==> config.mk <==
export PLATFORM = sky130hd
export DESIGN_NAME = iob_eth_fifo_regs
export DESIGN_NICKNAME = d
export VERILOG_FILES = /design/src/rtl/iob_eth_fifo_regs.sv
export SDC_FILE = /design/constraint.sdc
export NUM_CORES = 1
export LEC_CHECK = 0
export ABC_AREA = 1
export CORE_MARGIN = 8
export CORE_UTILIZATION = 52
export CTS_BUF_LIST = sky130_fd_sc_hd__clkbuf_8
export DETAILED_ROUTE_END_ITERATION = 6
export MAX_ROUTING_LAYER = met4
export PLACE_DENSITY = 0.74
export SKIP_LAST_GASP = 1
export SLEW_MARGIN = 15
export SYNTH_ARGS = -nofsm -noshare
export SYNTH_HDL_FRONTEND = slang
export SYNTH_SLANG_ARGS = --single-unit
==> constraint.sdc <==
create_clock -name clk_i -period 5.2 [get_ports clk_i]
set_clock_uncertainty 0.2 [all_clocks]
set_input_delay 1.04 -clock clk_i [delete_from_list [all_inputs] [get_ports clk_i]]
set_output_delay 1.04 -clock clk_i [all_outputs]
set_load 0.05 [all_outputs]
==> src/rtl/iob_eth_fifo_regs.sv <==
// Ethernet host register block on the IOb native bus: IRQ mask, interface control,
// 16-byte RX/TX FIFOs and the TX burst sequencer feeding the MAC byte stream.
module iob_eth_fifo_regs #(
  parameter int ADDR_W  = 16,
  parameter int DATA_W  = 32,
  parameter int FIFO_AW = 4
) (
  input  logic                clk_i,
  input  logic                rst_i,
  input  logic                valid,
  input  logic [ADDR_W-1:0]   address,
  input  logic [DATA_W-1:0]   wdata,
  input  logic [DATA_W/8-1:0] wstrb,
  output logic [DATA_W-1:0]   rdata,
  output logic                ready,
  output logic [7:0]          tx_data_o,
  output logic                tx_valid_o,
  input  logic                tx_ready_i,
  input  logic [7:0]          rx_data_i,
  input  logic                rx_valid_i,
  output logic [31:0]         if_ctrl_o,
  output logic                irq_o
);
  localparam int DEPTH = 1 << FIFO_AW;
  localparam int CW    = FIFO_AW + 1;

  typedef enum logic [1:0] {TX_IDLE, TX_SEND, TX_DONE} tx_state_t;
  tx_state_t tx_state, tx_state_nxt;

  logic [7:0]         tx_mem [DEPTH];
  logic [7:0]         rx_mem [DEPTH];
  logic [FIFO_AW-1:0] tx_wr_ptr, tx_rd_ptr, rx_wr_ptr, rx_rd_ptr;
  logic [CW-1:0]      tx_cnt, rx_cnt;
  logic [1:0]         int_mask;
  logic               tx_done, tx_ovf, rx_ovf, tx_busy, tx_done_set;
  logic               vld_p1;
  logic [DATA_W-1:0]  rdata_p0, rdata_p1;

  // Stage p0: request decode and FIFO push/pop qualification
  logic       mapped, rd_req, wr_req, stat_rd, tx_start;
  logic       rx_full, rx_pop, rx_push, tx_full, tx_pop, tx_wr, tx_push;
  logic [2:0] sel;

  assign mapped   = (address[ADDR_W-1:3] == '0);
  assign sel      = address[2:0];
  assign rd_req   = valid && mapped && (wstrb == '0);
  assign wr_req   = valid && mapped && (wstrb != '0);
  assign stat_rd  = rd_req && (sel == 3'd4);
  assign tx_start = wr_req && (sel == 3'd4) && (tx_state == TX_IDLE);

  // A pop in the same cycle frees a slot, so a push into a full FIFO is still taken
  assign rx_full  = (rx_cnt == CW'(DEPTH));
  assign rx_pop   = rd_req && (sel == 3'd2) && (rx_cnt != '0);
  assign rx_push  = rx_valid_i && (!rx_full || rx_pop);
  assign tx_full  = (tx_cnt == CW'(DEPTH));
  assign tx_pop   = tx_valid_o && tx_ready_i;
  assign tx_wr    = wr_req && (sel == 3'd3) && wstrb[0];
  assign tx_push  = tx_wr && (!tx_full || tx_pop);

  always_ff @(posedge clk_i) begin
    if (rst_i) tx_state <= TX_IDLE;
    else       tx_state <= tx_state_nxt;
  end

  // SEND stays put if a byte lands in an empty FIFO, so it joins the current burst
  always_comb begin
    tx_state_nxt = tx_state;
    case (tx_state)
      TX_IDLE: if (tx_start) tx_state_nxt = TX_SEND;
      TX_SEND: if ((tx_cnt == '0) && !tx_push) tx_state_nxt = TX_DONE;
      TX_DONE: tx_state_nxt = TX_IDLE;
      default: tx_state_nxt = TX_IDLE;
    endcase
  end

  always_comb begin
    tx_valid_o  = (tx_state == TX_SEND) && (tx_cnt != '0);
    tx_busy     = (tx_state != TX_IDLE);
    tx_done_set = (tx_state == TX_DONE);
  end

  assign tx_data_o = tx_valid_o ? tx_mem[tx_rd_ptr] : 8'h00;

  always_ff @(posedge clk_i) begin
    if (tx_push) tx_mem[tx_wr_ptr] <= wdata[7:0];
    if (rx_push) rx_mem[rx_wr_ptr] <= rx_data_i;
  end

  always_ff @(posedge clk_i) begin
    if (rst_i) begin
      tx_wr_ptr <= '0;
      tx_rd_ptr <= '0;
      tx_cnt    <= '0;
      rx_wr_ptr <= '0;
      rx_rd_ptr <= '0;
      rx_cnt    <= '0;
    end else begin
      if (tx_push) tx_wr_ptr <= tx_wr_ptr + FIFO_AW'(1);
      if (tx_pop)  tx_rd_ptr <= tx_rd_ptr + FIFO_AW'(1);
      if (rx_push) rx_wr_ptr <= rx_wr_ptr + FIFO_AW'(1);
      if (rx_pop)  rx_rd_ptr <= rx_rd_ptr + FIFO_AW'(1);
      tx_cnt <= tx_cnt + CW'(tx_push) - CW'(tx_pop);
      rx_cnt <= rx_cnt + CW'(rx_push) - CW'(rx_pop);
    end
  end

  // Sticky flags: a set in the same cycle as a status-read clear wins
  always_ff @(posedge clk_i) begin
    if (rst_i) begin
      int_mask  <= '0;
      if_ctrl_o <= '0;
      tx_done   <= 1'b0;
      tx_ovf    <= 1'b0;
      rx_ovf    <= 1'b0;
    end else begin
      if (wr_req && (sel == 3'd0) && wstrb[0]) int_mask <= wdata[1:0];
      if (wr_req && (sel == 3'd1)) begin
        for (int b = 0; b < 4; b++)
          if (wstrb[b]) if_ctrl_o[8*b +: 8] <= wdata[8*b +: 8];
      end
      if (stat_rd) begin
        tx_done <= 1'b0;
        tx_ovf  <= 1'b0;
        rx_ovf  <= 1'b0;
      end
      if (tx_done_set)              tx_done <= 1'b1;
      if (tx_wr && !tx_push)        tx_ovf  <= 1'b1;
      if (rx_valid_i && !rx_push)   rx_ovf  <= 1'b1;
    end
  end

  always_comb begin
    rdata_p0 = '0;
    if (rd_req) begin
      case (sel)
        3'd0:    rdata_p0 = DATA_W'(int_mask);
        3'd1:    rdata_p0 = if_ctrl_o;
        3'd2:    rdata_p0 = (rx_cnt != '0) ? DATA_W'(rx_mem[rx_rd_ptr])
                                           : {1'b1, {(DATA_W-1){1'b0}}};
        3'd4:    rdata_p0 = DATA_W'({5'(rx_cnt), 5'(tx_cnt), 2'b00,
                                     tx_busy, tx_done, tx_ovf, rx_ovf});
        default: rdata_p0 = '0;
      endcase
    end
  end

  // Stage p1: registered response, rdata held until the next request
  always_ff @(posedge clk_i) begin
    if (rst_i) begin
      vld_p1   <= 1'b0;
      rdata_p1 <= '0;
    end else begin
      vld_p1 <= valid;
      if (valid) rdata_p1 <= rdata_p0;
    end
  end

  assign ready = vld_p1;
  assign rdata = rdata_p1;
  assign irq_o = |(int_mask & {tx_done, (rx_cnt != '0)});

endmodule

Word level (Yosys, flattened, before mapping)
Memories as Yosys holds them, arrays and structs flattened. A register that Yosys moved wholly into a read port is not among the register bits.
Cells that the tools add are included.

word-level totals
  memories = 2
  output and inout port bits = 75
  register bits after elaboration = 98
  bits in writable memories = 256
  logic and storage cells = 101

memory list
  memory  depth  bits a word  rd ports  clocked after Yosys merged registers in  wr ports  line  source
  rx_mem  16     8            1         1                                        1         31    logic [7:0] rx_mem [DEPTH];
  tx_mem  16     8            1         1                                        1         30    logic [7:0] tx_mem [DEPTH];

operators by class
  add/subtract/negate cells = 8
  equality and inequality tests = 10
  muxes and demuxes = 19
  bitwise gates (word level) = 1
  reductions and logical operators = 44

operators by type and width
  kind                                                              number
  32-bit case mux with 4 select lines                               1
  32-bit 2-to-1 mux                                                 2
  1-bit logical AND                                                 20
  4-bit by 1-bit adder with 4-bit output (second input constant)    4
  4-bit 2-to-1 mux                                                  4
  13-bit zero test                                                  1
  5-bit by 1-bit adder with 5-bit output                            2
  5-bit == test (second input constant)                             2
  2-bit AND reduction                                               5
  5-bit nonzero test                                                2
  5-bit by 1-bit subtractor with 5-bit output                       2
  1-bit 2-to-1 mux                                                  8
  8-bit 2-to-1 mux                                                  1
  2-bit nonzero test                                                4
  3-bit by 2-bit == test with 1-bit output (second input constant)  2
  5-bit zero test                                                   1
  1-bit zero test                                                   4
  4-bit zero test                                                   1
  2-bit 2-to-1 mux                                                  2
  2-bit != test (second input constant)                             2
  2-bit case mux with 2 select lines                                1
  4-bit nonzero test                                                1
  3-bit by 1-bit == test with 1-bit output (second input constant)  1
  3-bit == test (second input constant)                             1
  other kinds (7)                                                   8

Logic depth before layout (Yosys ltp)
  word-level depth = 10
  depth in mapped cells = 19
  gate-level depth less buffers = 19

Worst setup path after synthesis
Ideal clock, no wire load.

  path type = input -> register
  from = input port wstrb[2]
  to = register tx_cnt[4]
  setup time = 0.128 ns
  path slack = 1.616 ns
  arrival time = 3.256 ns
  data required time = 4.872 ns
  cell stages on the path = 15
  cell sequence = buf_4 nor2_4 nand3_2 inv_2 nor4_2 nand2_1 ha_1 inv_1 ha_1 inv_1 fa_1 nor3_1 a211oi_1 o21ai_0 a21oi_1

on the way
  cells in the longest elaborated chain, start to end = 7

RTL lines
  what                                         line  source
  start, declared                              13    input logic [DATA_W/8-1:0] wstrb,
  4-bit nonzero test                           47    assign wr_req = valid && mapped && (wstrb != '0);
  1-bit logical AND                            47
  1-bit logical AND (2 in a row)               57    assign tx_wr = wr_req && (sel == 3'd3) && wstrb[0];
  1-bit logical AND                            58    assign tx_push = tx_wr && (!tx_full || tx_pop);
  5-bit by 1-bit adder with 5-bit output       102   tx_cnt <= tx_cnt + CW'(tx_push) - CW'(tx_pop);
  5-bit by 1-bit subtractor with 5-bit output  102
  end signal, assigned                         102
  end, declared                                33    logic [CW-1:0] tx_cnt, rx_cnt;

No other way between the ends.
A chain may end at the register's enable or synchronous reset.

==> impl_metrics.env <==
export IMPL_finalWorstSetupSlack_ns=0.590
export IMPL_worst_endpoint_required_ns=3.96
export IMPL_top_signal_layer_used="met4"
export IMPL_synth_compound_area_share_pct=9.59
export IMPL_arrival_time_worst_endpoint_ns=3.37
export IMPL_crit_path_top_delay_cell="clkdlybuf4s50_1"
export IMPL_finalCriticalPeriod_ns=4.61
export IMPL_core_rowCount=63
export IMPL_number_of_nets_in_the_finished_design=1802
export IMPL_clock_tree_root_cell="clkbuf_8"
export IMPL_port_buffer_count=139
export IMPL_synth_cell_area_um2=15500
export IMPL_dpl_hpwl_um=24700
export IMPL_power_density_nw_per_um2=311
export IMPL_globalRouteTotalUtil_pct=21.4
export IMPL_drc=0
export IMPL_postSynthAreaPerCell_um2=9.89
export IMPL_layout_cells_most_common_list="nand2_1 (305), edfxtp_1 (256), inv_1 (212)"
export IMPL_number_of_levels_the_h_tree_was_split_into=2
export IMPL_postSynthNetCount=1652
export IMPL_area_delta_synth_final_pct=17.9
export IMPL_pwr_share_clk_pct=38.2
export IMPL_worst_slew_margin_pct=23.4
export IMPL_fin_hold_ws_ns=0.263
export IMPL_antenna_violating_nets_post_route=0
export IMPL_grt_antenna_before_repair=2
export IMPL_largest_family_of_logic_cells_by_synthesized_area="simple AND/OR/NAND/NOR gates"
export IMPL_min_delay_path_class="reg2reg"
export IMPL_final_setup_viol_count=0
export IMPL_post_synth_fa_ha_maj_area_fraction_pct=2.04
export IMPL_power_share_combinational_pct=6.3
export IMPL_dominantRegCellSynth="edfxtp_1"
export IMPL_final_max_slew_violation_count=0
export IMPL_numCtsBuffers=55
export IMPL_crit_path_max_incr_delay_ns=0.73
export IMPL_detailroute_wirelength_met2_um=17900
export IMPL_synth_xor_xnor_area_share_pct=0.453
export IMPL_ctsLongestPathBuffers=3
export IMPL_switching_power_mw=1.34
export IMPL_initial_utilization_pct=52.4
export IMPL_critical_path_class="reg2out"
export IMPL_timing_max_cap_violations=0
export IMPL_detail_routed_via_count_per_cell=5.38
export IMPL_dp_worst_setup_slack_ns=0.661
export IMPL_dieArea_um2=35500
export IMPL_grt_ovfl_total=0
export IMPL_post_route_cells_drive_above_1_share_pct=7.23
export IMPL_post_synth_inst_count=1563
export IMPL_post_cts_resize_count=0
export IMPL_die_h_um=188
export IMPL_total_of_hold_buffers_inserted_after_clock_tree_synthesis=0
export IMPL_first_global_vias=11309
export IMPL_grt_max_degree=68
export IMPL_p_int_mw=4.33
export IMPL_status="finished clean"
export IMPL_dr_first_iter_drc_count=938
export IMPL_synth_seq_cells=362
export IMPL_synthMuxAreaShare_pct=0
export IMPL_regToRegSetupSlack_ns=1.80
export IMPL_hold_violations=0
export IMPL_sequential_cell_area_um2=9810
export IMPL_worst_path_most_repeated_cell="o21ai_0"
export IMPL_multi_input_area_um2=4570
export IMPL_yosys_warnings=0
export IMPL_synth_async_sr_flop_share_pct=0
export IMPL_cp_start_kind="flip-flop"
export IMPL_dr_pass1_iters=5
export IMPL_die_x_um=188
export IMPL_clk_transition_reported_paths_ns=0.06
export IMPL_clk_latency_ns=0.61
export IMPL_route_met3_wl_um=2980
export IMPL_drt_total_wl_um=38000
export IMPL_detailroute_via_count=11570
export IMPL_synth_edf_count=256
export IMPL_cts_sinks=362
export IMPL_synth_simple_gate_area_share_pct=17.5
export IMPL_setup_worst_path_end_class="output pin"
export IMPL_period_utilisation_layout_pct=88.6
export IMPL_path_delay_family="buffers and inverters"
export IMPL_final_weighted_congestion_in_routability_driven_placement=0.877
export IMPL_fin_tns_setup_ns=0
export IMPL_crit_fanout=40
export IMPL_clock_tree_from_tritoncts="yes"
export IMPL_pin_count=140
export IMPL_wirelength_met1_um=15900
export IMPL_grt_setup_unrepaired="no"
export IMPL_synth_lib_cells_used_distinct=41
export IMPL_hold_path_cell_count=2
export IMPL_fmaxAchievable_ghz=0.217
export IMPL_p_sw_share_pct=23.6
export IMPL_p_leak_nw=6.94
export IMPL_layout_commonest_cell="nand2_1"
export IMPL_global_route_wire_length_before_repair_um=59500
export IMPL_cts_setup_buffers=0
export IMPL_crit_chain="clkinv_1 > buf_4 > o21ai_0 > o22ai_1 > o21ai_0 > a211oi_1 > clkdlybuf4s50_1"
export IMPL_core_area_um2=29500
export IMPL_power_share_sequential_pct=55.6
export IMPL_crit_path_buf_inv_count=3
export IMPL_worst_slew_pin_slew_ns=1.15
export IMPL_critical_path_cell_count=7
export IMPL_fillerInstances=2454
export IMPL_r2r_cells=19
export IMPL_routedWlPerCell_um=17.7
export IMPL_peak_supply_drop_mv=0.204
export IMPL_layout_core_utilization_pct=61.8
export IMPL_yosysSeqAreaShare_pct=63.5
[stage by stage]
step	instance area (um2)	instances	total power [mW]
final	18200	2149	5.67
after CTS	18200	2147	5.70
after global routing	18200	2149	5.87
after floorplan	15500	1563	3.42
after global placement	17200	2046	3.55
after detailed placement	17200	2046	3.57
[state kept, by name (all words and copies together), names as in the netlist, named ones only]
| signal | flops |
|---|---|
| rx_ovf | 1 |
| tx_ovf | 1 |
| rx_rd_ptr | 4 |
| ready | 1 |
| rdata | 32 |
| tx_state | 2 |
| rx_mem | 128 |
| tx_wr_ptr | 4 |
| tx_rd_ptr | 4 |
| if_ctrl_o | 32 |
| rx_cnt | 5 |
| tx_done | 1 |
| tx_cnt | 5 |
| tx_mem | 128 |
| int_mask | 2 |
| rx_wr_ptr | 4 |
[layout make-up]
class,instances,share of cell area [%]
Inverter,192,3.97
Tap cell,390,2.68
Multi-Input combinational cell,936,25.1
Antenna cell,2,0.0275
Clock inverter,41,1.08
Clock buffer,60,4.53
Timing Repair Buffer,166,8.72
Sequential cell,362,53.9
[kinds of logic (layout without fill, tap and decap cells)]
| logic type | after synthesis | in the layout |
|---|---|---|
| buffers and inverters | 265 | 459 |
| xor gates and xnor gates | 8 | 8 |
| DFF | 362 | 362 |
| other | 0 | 2 |
| AOI/OAI and AO/OA | 276 | 276 |
| adders and majority gates | 24 | 24 |
| and+or+nand+nor | 628 | 628 |
[tightest hold or removal path, stage by stage, from the launching register on]
cell     delay, ns
dfxtp_1       0.30
nand2_1       0.06
a21oi_1       0.05
[cell usage after synthesis (2+ instances only)]
library cell	n	area, um2
inv_1	187	702
edfxtp_1	256	7690
ha_1	22	275
nand4_1	9	56.3
xor2_1	7	61.3
nor3_1	23	115
a21oi_1	97	485
buf_4	4	30.0
a31oi_1	4	25.0
nor2_1	141	529
clkbuf_1	44	165
o21ai_1	2	10.0
a211oi_1	5	37.5
buf_6	4	45.0
nor2_2	2	12.5
o21ai_0	120	601
fa_1	2	40.0
nand2_4	2	22.5
nand2_2	5	31.3
nor2_4	3	33.8
o21a_1	3	22.5
nand3_1	127	636
nand3_2	4	40.0
dfxtp_1	106	2120
nand2_1	305	1140
o22ai_1	31	194
inv_2	3	11.3
buf_2	20	100
o211ai_1	13	97.6
[per-layer routing]
layer,global-route usage [%],vias to the layer above
met1,27.0,5420
met4,7.79,0
met3,4.44,92
met2,34.0,482
li1,-,5576
met5,-,-
[power by group through the flow]
| stage | sequential [mW] | combinational [mW] | clock [mW] |
|---|---|---|---|
| after floorplan | 3.21 | 0.212 | 0 |
| after global placement | 3.21 | 0.344 | 0 |
| after detailed placement | 3.21 | 0.355 | 0 |
| after CTS | 3.15 | 0.357 | 2.19 |
| after global routing | 3.15 | 0.403 | 2.32 |
| final | 3.15 | 0.356 | 2.16 |
[path summary, 6_finish.rpt]
check | from | endpoint
max | flip-flop | tx_data_o[5]
min | rdata[9] | rdata[9]
max reg2reg | tx_cnt[2] | tx_cnt[4]
min reg2reg | rdata[9] | rdata[9]
Power figures use the tool's default switching activity.
